$ cat src/rtl/uart_pkg.sv
// Shared UART definitions: receiver state encoding, data width and default bit period.
// Both the transmitter and the receiver take their BAUD_PER default from here.
package uart_pkg;

    localparam int DATA_W        = 8;
    localparam int BAUD_PER_DFLT = 10416;  // 9600 baud at 100 MHz

    typedef enum logic [2:0] {
        ST_IDLE  = 3'd0,
        ST_START = 3'd1,
        ST_DATA  = 3'd2,
        ST_STOP  = 3'd3,
        ST_BREAK = 3'd4
    } uart_state_e;

endpackage

$ cat src/rtl/sync2.sv
// Two-flop synchroniser for a single asynchronous input; the reset value is a parameter
// so the same cell serves idle-high serial lines and idle-low control inputs.
module sync2 #(
    parameter logic RST_VAL = 1'b1
) (
    input  logic clk_i,
    input  logic nrst_i,
    input  logic d_i,
    output logic q_o
);

    logic [1:0] r_sync;

    // NOTE: sequential state uses non-blocking assignments so every flop samples pre-edge values.
    always_ff @(posedge clk_i or negedge nrst_i) begin
        if (!nrst_i) r_sync <= {2{RST_VAL}};
        else         r_sync <= {r_sync[0], d_i};
    end

    assign q_o = r_sync[1];

endmodule

$ cat src/rtl/uartrx_frame.sv
// 8N1 UART receiver with a valid/ready holding register, frame-error and overrun pulses.
// Optional macro UARTRX_MAJORITY_EN: 2-of-3 vote around each mid-bit point, one clock later.
module uartrx_frame
    import uart_pkg::*;
#(
    parameter int BAUD_PER = BAUD_PER_DFLT
) (
    input  logic              clk_i,
    input  logic              nrst_i,
    input  logic              rx_ser_i,
    output logic [DATA_W-1:0] data_o,
    output logic              valid_o,
    input  logic              ready_i,
    output logic              frame_err_o,
    output logic              overrun_o,
    output logic [7:0]        dbg_uartrx_o
);

    localparam int CNT_W = $clog2(BAUD_PER);
`ifdef UARTRX_MAJORITY_EN
    localparam int LAT = 1;
`else
    localparam int LAT = 0;
`endif
    localparam logic [CNT_W-1:0] MID_CNT  = CNT_W'(BAUD_PER / 2 + LAT);
    localparam logic [CNT_W-1:0] END_CNT  = CNT_W'(BAUD_PER - 1);
    localparam logic [3:0]       LAST_BIT = 4'(DATA_W - 1);

    logic              w_rx_sync;
    logic              w_bit;
    uart_state_e       r_state, w_state_nxt;
    logic [CNT_W-1:0]  r_cnt;
    logic [3:0]        r_bitcnt;
    logic [DATA_W-1:0] r_shift;
    logic [DATA_W-1:0] r_data;
    logic              r_valid, r_ferr, r_ovr;
    logic              w_cnt_clr, w_sample, w_commit, w_ferr;

    sync2 #(.RST_VAL(1'b1)) u_sync (
        .clk_i  (clk_i),
        .nrst_i (nrst_i),
        .d_i    (rx_ser_i),
        .q_o    (w_rx_sync)
    );

`ifdef UARTRX_MAJORITY_EN
    // Two previous rx_sync samples; with the current one they bracket the bit centre.
    logic [1:0] r_hist;
    always_ff @(posedge clk_i or negedge nrst_i) begin
        if (!nrst_i) r_hist <= 2'b11;
        else         r_hist <= {r_hist[0], w_rx_sync};
    end
    assign w_bit = (r_hist[1] & r_hist[0]) | (r_hist[1] & w_rx_sync) | (r_hist[0] & w_rx_sync);
`else
    assign w_bit = w_rx_sync;
`endif

    // NOTE: every output of this block gets a default first, so no latch can be inferred.
    always_comb begin
        w_state_nxt = r_state;
        w_cnt_clr   = 1'b0;
        w_sample    = 1'b0;
        w_commit    = 1'b0;
        w_ferr      = 1'b0;
        case (r_state)
            ST_IDLE: begin
                if (!w_rx_sync) begin
                    w_state_nxt = ST_START;
                    w_cnt_clr   = 1'b1;
                end
            end
            ST_START: begin
                if (r_cnt == MID_CNT) begin
                    w_cnt_clr   = 1'b1;
                    w_state_nxt = w_bit ? ST_IDLE : ST_DATA;
                end
            end
            ST_DATA: begin
                if (r_cnt == END_CNT) begin
                    w_cnt_clr = 1'b1;
                    w_sample  = 1'b1;
                    if (r_bitcnt == LAST_BIT) w_state_nxt = ST_STOP;
                end
            end
            ST_STOP: begin
                if (r_cnt == END_CNT) begin
                    w_cnt_clr = 1'b1;
                    if (w_bit) begin
                        w_commit    = 1'b1;
                        w_state_nxt = ST_IDLE;
                    end else begin
                        w_ferr      = 1'b1;
                        w_state_nxt = ST_BREAK;
                    end
                end
            end
            ST_BREAK: begin
                if (w_rx_sync) begin
                    w_state_nxt = ST_IDLE;
                    w_cnt_clr   = 1'b1;
                end
            end
            default: begin
                w_state_nxt = ST_IDLE;
                w_cnt_clr   = 1'b1;
            end
        endcase
    end

    always_ff @(posedge clk_i or negedge nrst_i) begin
        if (!nrst_i) begin
            r_state  <= ST_IDLE;
            r_cnt    <= '0;
            r_bitcnt <= '0;
            r_shift  <= '0;
        end else begin
            r_state <= w_state_nxt;
            if (w_cnt_clr || r_state == ST_IDLE || r_state == ST_BREAK) r_cnt <= '0;
            else                                                       r_cnt <= r_cnt + CNT_W'(1);
            if (r_state == ST_IDLE) r_bitcnt <= '0;
            else if (w_sample)      r_bitcnt <= r_bitcnt + 4'd1;
            if (w_sample) r_shift[r_bitcnt[2:0]] <= w_bit;
        end
    end

    // A consumer accept in the commit cycle frees the register before the new byte lands.
    always_ff @(posedge clk_i or negedge nrst_i) begin
        if (!nrst_i) begin
            r_data  <= '0;
            r_valid <= 1'b0;
            r_ferr  <= 1'b0;
            r_ovr   <= 1'b0;
        end else begin
            r_ferr <= w_ferr;
            r_ovr  <= 1'b0;
            if (w_commit && (!r_valid || ready_i)) begin
                r_data  <= r_shift;
                r_valid <= 1'b1;
            end else begin
                if (w_commit)          r_ovr   <= 1'b1;
                if (r_valid && ready_i) r_valid <= 1'b0;
            end
        end
    end

    assign data_o       = r_data;
    assign valid_o      = r_valid;
    assign frame_err_o  = r_ferr;
    assign overrun_o    = r_ovr;
    assign dbg_uartrx_o = {r_state, r_bitcnt, w_rx_sync};

endmodule

$ cat config.mk
export PLATFORM = sky130hd
export DESIGN_NAME = uartrx_frame
export DESIGN_NICKNAME = d
export VERILOG_FILES = /design/src/rtl/uart_pkg.sv /design/src/rtl/sync2.sv /design/src/rtl/uartrx_frame.sv
export SDC_FILE = /design/constraint.sdc
export NUM_CORES = 1
export LEC_CHECK = 0
export BUFFER_PORTS_ARGS = -buffer_cell sky130_fd_sc_hd__buf_2
export CORE_MARGIN = 4
export CORE_UTILIZATION = 45
export CTS_CLUSTER_DIAMETER = 60
export DETAILED_ROUTE_END_ITERATION = 8
export PLACE_DENSITY = 0.75
export SKIP_LAST_GASP = 1
export SLEW_MARGIN = 0
export SYNTH_ARGS = -nofsm -noshare
export SYNTH_HDL_FRONTEND = slang
export SYNTH_HIERARCHICAL = 1
export SYNTH_SLANG_ARGS = --single-unit
export TNS_END_PERCENT = 30
$ cat constraint.sdc
create_clock -name clk_i -period 2.2 [get_ports clk_i]
set_clock_uncertainty 0.1 [all_clocks]
set_input_delay 0.33 -clock clk_i [delete_from_list [all_inputs] [get_ports clk_i]]
set_output_delay 0.33 -clock clk_i [all_outputs]
set_load 0.02 [all_outputs]
# == After elaboration in Yosys (flattened, before gate mapping) ==
# Index checks and enable logic that the tools add are counted.
# word_totals
register_bits,42
latchBits,0
mem_bits_rw,0
romBits,0
inputBits,4
out_inout_bits,19
word_cells,67
mem_count,0
# op_classes
n_addsub,2
multipliers,0
div,0
order_cmp,2
eq_ne,13
shift,0
muxes,29
n_bitwise,0
reduce_logical,12
# op_table
cell,n
$mux W3,7
$pmux W3 S5,1
$add A14 B1 Y14 const B,1
$eq A14 B13 Y1 const B,1
$eq A14 B14 Y1 const B,1
$mux W1,14
$mux W14,1
$ne A2 B2 Y1 const B,5
$bwmux W8,1
$mux W4,2
$eq A3 B2 Y1 const B,2
$reduce_and A6 Y1,1
$add A4 B1 Y4 const B,1
$eq A4 B3 Y1 const B,1
$lt A3 B4 Y1 const B,1
$pmux W1 S4,1
$reduce_bool A2 Y1,2
$demux W1 S3,1
$eq A3 B1 Y1 const B,1
$eq A3 B3 Y1 const B,1
$ge A3 B1 Y1 const B,1
$logic_and A1 B1 Y1,3
$logic_not A3 Y1,1
$logic_or A1 B1 Y1,3
other kinds (4),4

# == Depth between registers and ports, before layout ==
# logic_depth
depth_word,6
ltp_mapped,8
ltp_nobuf,6

# == Modules after synthesis ==
# The synthesis kept the hierarchy.
# by_module_without_submodules
mod,instances,cells_each,area_per_inst_um2,seq_area_each_um2
uartrx_frame,1,182,1993.2,1001.0
sync2,1,2,52.6,52.6

# == Worst setup path before layout ==
# Ideal clock, no wire load.
# synth_path
path_kind,register to register
startpoint,register r_cnt[0]
endpoint,register r_data[0] (netlist: data_o[0])
setup_ns,0.125
arrival_ns,1.973
required_ns,1.975
path_slack_ns,0.003
path_stages_with_launch,8
n_path_buf,2
synth_period_minus_slack_ns,2.197
cell_sequence,dfrtp_1 ha_1 and4_1 buf_4 nand4_2 buf_6 nor4b_4 mux2_2
# synth_via
elab_chain_cells,4
# synth_rtl
element,line,source
start: declaration,uartrx_frame.sv:32,logic [CNT_W-1:0] r_cnt;
start signal: assignment,uartrx_frame.sv:119,else r_cnt <= r_cnt + CNT_W'(1);
$eq A14 B14 Y1,uartrx_frame.sv:86,if (r_cnt == END_CNT) begin
$mux W1,uartrx_frame.sv:86,
$mux W1,uartrx_frame.sv:65,case (r_state)
$logic_and A1 B1 Y1,uartrx_frame.sv:136,if (w_commit && (!r_valid || ready_i)) begin
end signal: assignment,uartrx_frame.sv:137,r_data <= r_shift;
end: declaration,uartrx_frame.sv:35,logic [DATA_W-1:0] r_data;
# Every way passes these cells.
# A chain may end at the register's enable or synchronous reset.

# == Worst setup path in the final report ==
# layout_path
startpoint,register r_cnt[0]
endpoint,register r_shift[1]
# layout_via
elab_chain_cells,3
# layout_rtl
element,line,source
$eq A14 B14 Y1,uartrx_frame.sv:79,if (r_cnt == END_CNT) begin
$mux W1,uartrx_frame.sv:79,
$mux W1,uartrx_frame.sv:65,
end signal: indexed assignment,uartrx_frame.sv:122,if (w_sample) r_shift[r_bitcnt[2:0]] <= w_bit;
end: declaration,uartrx_frame.sv:34,logic [DATA_W-1:0] r_shift;
# Every way passes these cells.

==> impl_metrics.csv <==
group,metric,value,unit
logic_synthesis,synth_nets,191,
logic_synthesis,avgSynthCellArea,11.1,um^2
global_routing,grt_util_met2,0.211,
global_routing,grt_remaining_overflow,0,
logic_synthesis,ys_top_cells_by_area,"dfrtp_1 49%, mux2_2 9.9%, xor2_1 3.9%, nor2_1 3.3%, dfstp_2 2.6%",
sta,rsz0062_at_grt,"no",
global_routing,grt_pass1_vias,1363,
floorplanning,die-area,5690,um^2
clock_tree,path_clk_slew,0.08,ns
setup_path,cpPeakStageDelay,0.37,ns
worst_hold_path,holdPathStages,1,
setup_path,r2r_start,"r_cnt[0]",
floorplanning,die_y,75.4,um
floorplanning,core,4380,um^2
global_routing,grt_use_total,0.149,
power,powerDensity,547,nW/um^2
sta,setup_viol,0,
setup_path,path_class,"flip-flop to flip-flop",
global_routing,grt_max_degree,23,
worst_hold_path,min-delay-start,"rx_ser_i",
sta,relSlewSlack,0.681,
worst_hold_path,hold_path_end,"u_sync/r_sync[0]",
sta,drv_slew,0,
clock_tree,numClockSinks,42,
clock_tree,cts_tree,"yes",
sta,fmax,479,MHz
floorplanning,row_count,24,
global_routing,antenna_found_initial,0,
drt,firstDrtPassIters,4,
power,total_power,1310,uW
drt,drtIter0Drc,104,
setup_path,cp_top_family,"simple AND/OR/NAND/NOR gates",
drt,avgViaCountPerCell,5.39,
clock_tree,cts_buffers,5,
finish,nNetsFinal,225,
logic_synthesis,netlist_area,2050,um^2
finish,multiInputGateArea,933,um^2
drt,vias,1461,
finish,stdcell_count,271,
placed_design,dp_cells,262,
power,irDropWorstVdd,0.000233,V
drt,finalWirelength,3.79,mm
floorplanning,boundaryPins,23,
clock_tree,clockBufferDepth,2,
sta,worstMarginPinSlew,0.478,ns
logic_synthesis,ys_ff_latch,42,
finish,final_cell_mix,"40 x dfrtp_1, 22 x buf_2, 18 x nor2_1, 18 x mux2_2, 13 x buf_4",
logic_synthesis,yosysTopAreaCell,"dfrtp_1",
global_routing,use_met1,0.223,
placed_design,post-dp-hpwl,2.71,mm
setup_path,cp.arrival,2.17,ns
finish,area_delta_synth_final,17.3,%
setup_path,critPathSlowestCell,"mux2_2",
sta,hold_slack,0.0317,ns
finish,diodes,0,
logic_synthesis,ys_async_sr_fraction,1.00,
global_routing,met3_usage,0.0356,
clock_tree,cts_setup_buffers,0,
global_routing,gr-max-usage-layer,"met1",
clock_tree,clockRootBuffer,"clkbuf_8",
finish,layout_commonest_cell,"dfrtp_1",
logic_synthesis,ys.flop_type,"dfrtp_1",
setup_path,worstSetupEndpointType,"flip-flop",
clock_tree,clk-insertion-delay-late,0.29,ns
finish,nFillCells,386,
clock_tree,cts_max_level,2,
logic_synthesis,yosysSeqAreaShare,0.515,
sta,period_needed,2.09,ns
setup_path,worstPathRequired,2.28,ns
setup_path,rr_endpoint,"r_shift[1]",
setup_path,crit_buf_inv,1,
drt,wl_per_cell,14.0,um
placed_design,io_buffers,22,
sta,hold_viol,0,
logic_synthesis,synth_enable_flop_cells,0,
job,cap_violations,0,
floorplanning,die_w,75.4,um
logic_synthesis,ys_warn_count,6,
drt,remaining_drc_errors,0,
global_routing,grt_pass1_wl,6.47,mm
finish,regArea,1050,um^2
sta,period_share,0.950,
setup_path,setup.worst_path.start,"r_cnt[0]",
worst_hold_path,hp-class,"input pin to flip-flop",
setup_path,ff2ff_path_depth,6,
finish,drive_gt1_frac,0.315,
logic_synthesis,synth_top_area_frac,0.489,
placed_design,gp_congestion,0.862,
power,leakage,0.00114,uW
setup_path,critPathMaxFanout,7,
setup_path,r2r_slack,0.11,ns
setup_path,path_cells,"ha_1 -> and4_1 -> nand4_4 -> buf_4 -> nor4b_1 -> mux2_2",
drt,route.antenna.remaining_nets,0,
status,status,"finished, final reports clean",
sta,setup_tns,0,ns
logic_synthesis,synth.distinct_cells,44,
floorplanning,initial_core_util,0.467,
logic_synthesis,synth_cells,184,
setup_path,start_kind,"flip-flop",
-- per-layer routing --
layer  routed length (um)  vias up  share of wire
met5                    0        -              0
met4                   72        0          0.019
met3                  175        6          0.046
met2                 1710       38           0.45
met1                 1830      687           0.48
li1                     -      730              -
-- logic make-up after synthesis --
logic type	after synthesis	synth area share
flip-flops	42	0.515
XOR/XNOR	10	0.0428
AND/OR/NAND/NOR	77	0.228
multiplexers	19	0.104
adder cells (fa/ha/maj)	3	0.0184
buffers and inverters	15	0.0355
AO/OA/AOI/OAI	18	0.0563
-- report_power, final --
group,internal [uW],total [uW],switching [uW]
clock network,253,504,251
registers,775,776,1.14
logic,10.6,33.7,23.1
-- area by class of cell --
type | count | share of cell area
Clock buffer | 7 | 0.0360
Clock inverter | 1 | 0.00209
Inverter | 5 | 0.00782
Multi-Input combinational cell | 127 | 0.389
Sequential cell | 42 | 0.439
Tap cell | 52 | 0.0271
Timing Repair Buffer | 37 | 0.0991
-- synth_stat cells, drive strengths merged, types with 2 or more instances --
master  instances
mux2           18
nor4            3
dfrtp          40
nand2b          5
nor4b           3
nand4b          2
nor3            5
clkbuf          6
dfstp           2
ha              3
inv             5
xor2            9
nor3b           3
or4             3
nand4           7
and4            4
or3             2
o21ai           4
a21oi           6
nor2           18
nor2b           2
nand2           8
nand3           6
buf             4
-- state kept, by name (all words and copies together), names as in the netlist --
register	flops
data_o	8
frame_err_o	1
overrun_o	1
r_bitcnt	4
r_cnt	14
r_shift	8
r_state	3
u_sync/r_sync	2
valid_o	1
-- through the flow --
stage / cell area (um^2) / util / setup WS [ns]
final: 2400 / 0.547 / 0.110
after global routing: 2400 / 0.547 / 0.00530
after CTS: 2390 / 0.544 / 0.0522
after detailed placement: 2280 / 0.521 / 0.0639
after global placement: 2280 / 0.521 / 0.120
after floorplan: 2050 / - / 0.00259
-- how the worst max path moves through the flow --
stage,to,slack (ns),cells after the start
2_1_floorplan,data_o[0],0.003,7
3_3_place_gp,r_shift[1],0.12,6
3_5_place_dp,r_shift[1],0.06,6
4_1_cts,r_shift[1],0.05,6
5_1_grt,r_shift[1],0.005,6
6_report,r_shift[1],0.11,6
-- what timing repair did --
action	in CTS	in global routing
endpoints found under the hold margin	20	0
hold buffers	1	0
setup endpoints to repair	0	3
resized for setup	0	2
(Power assumes the default switching activity.)
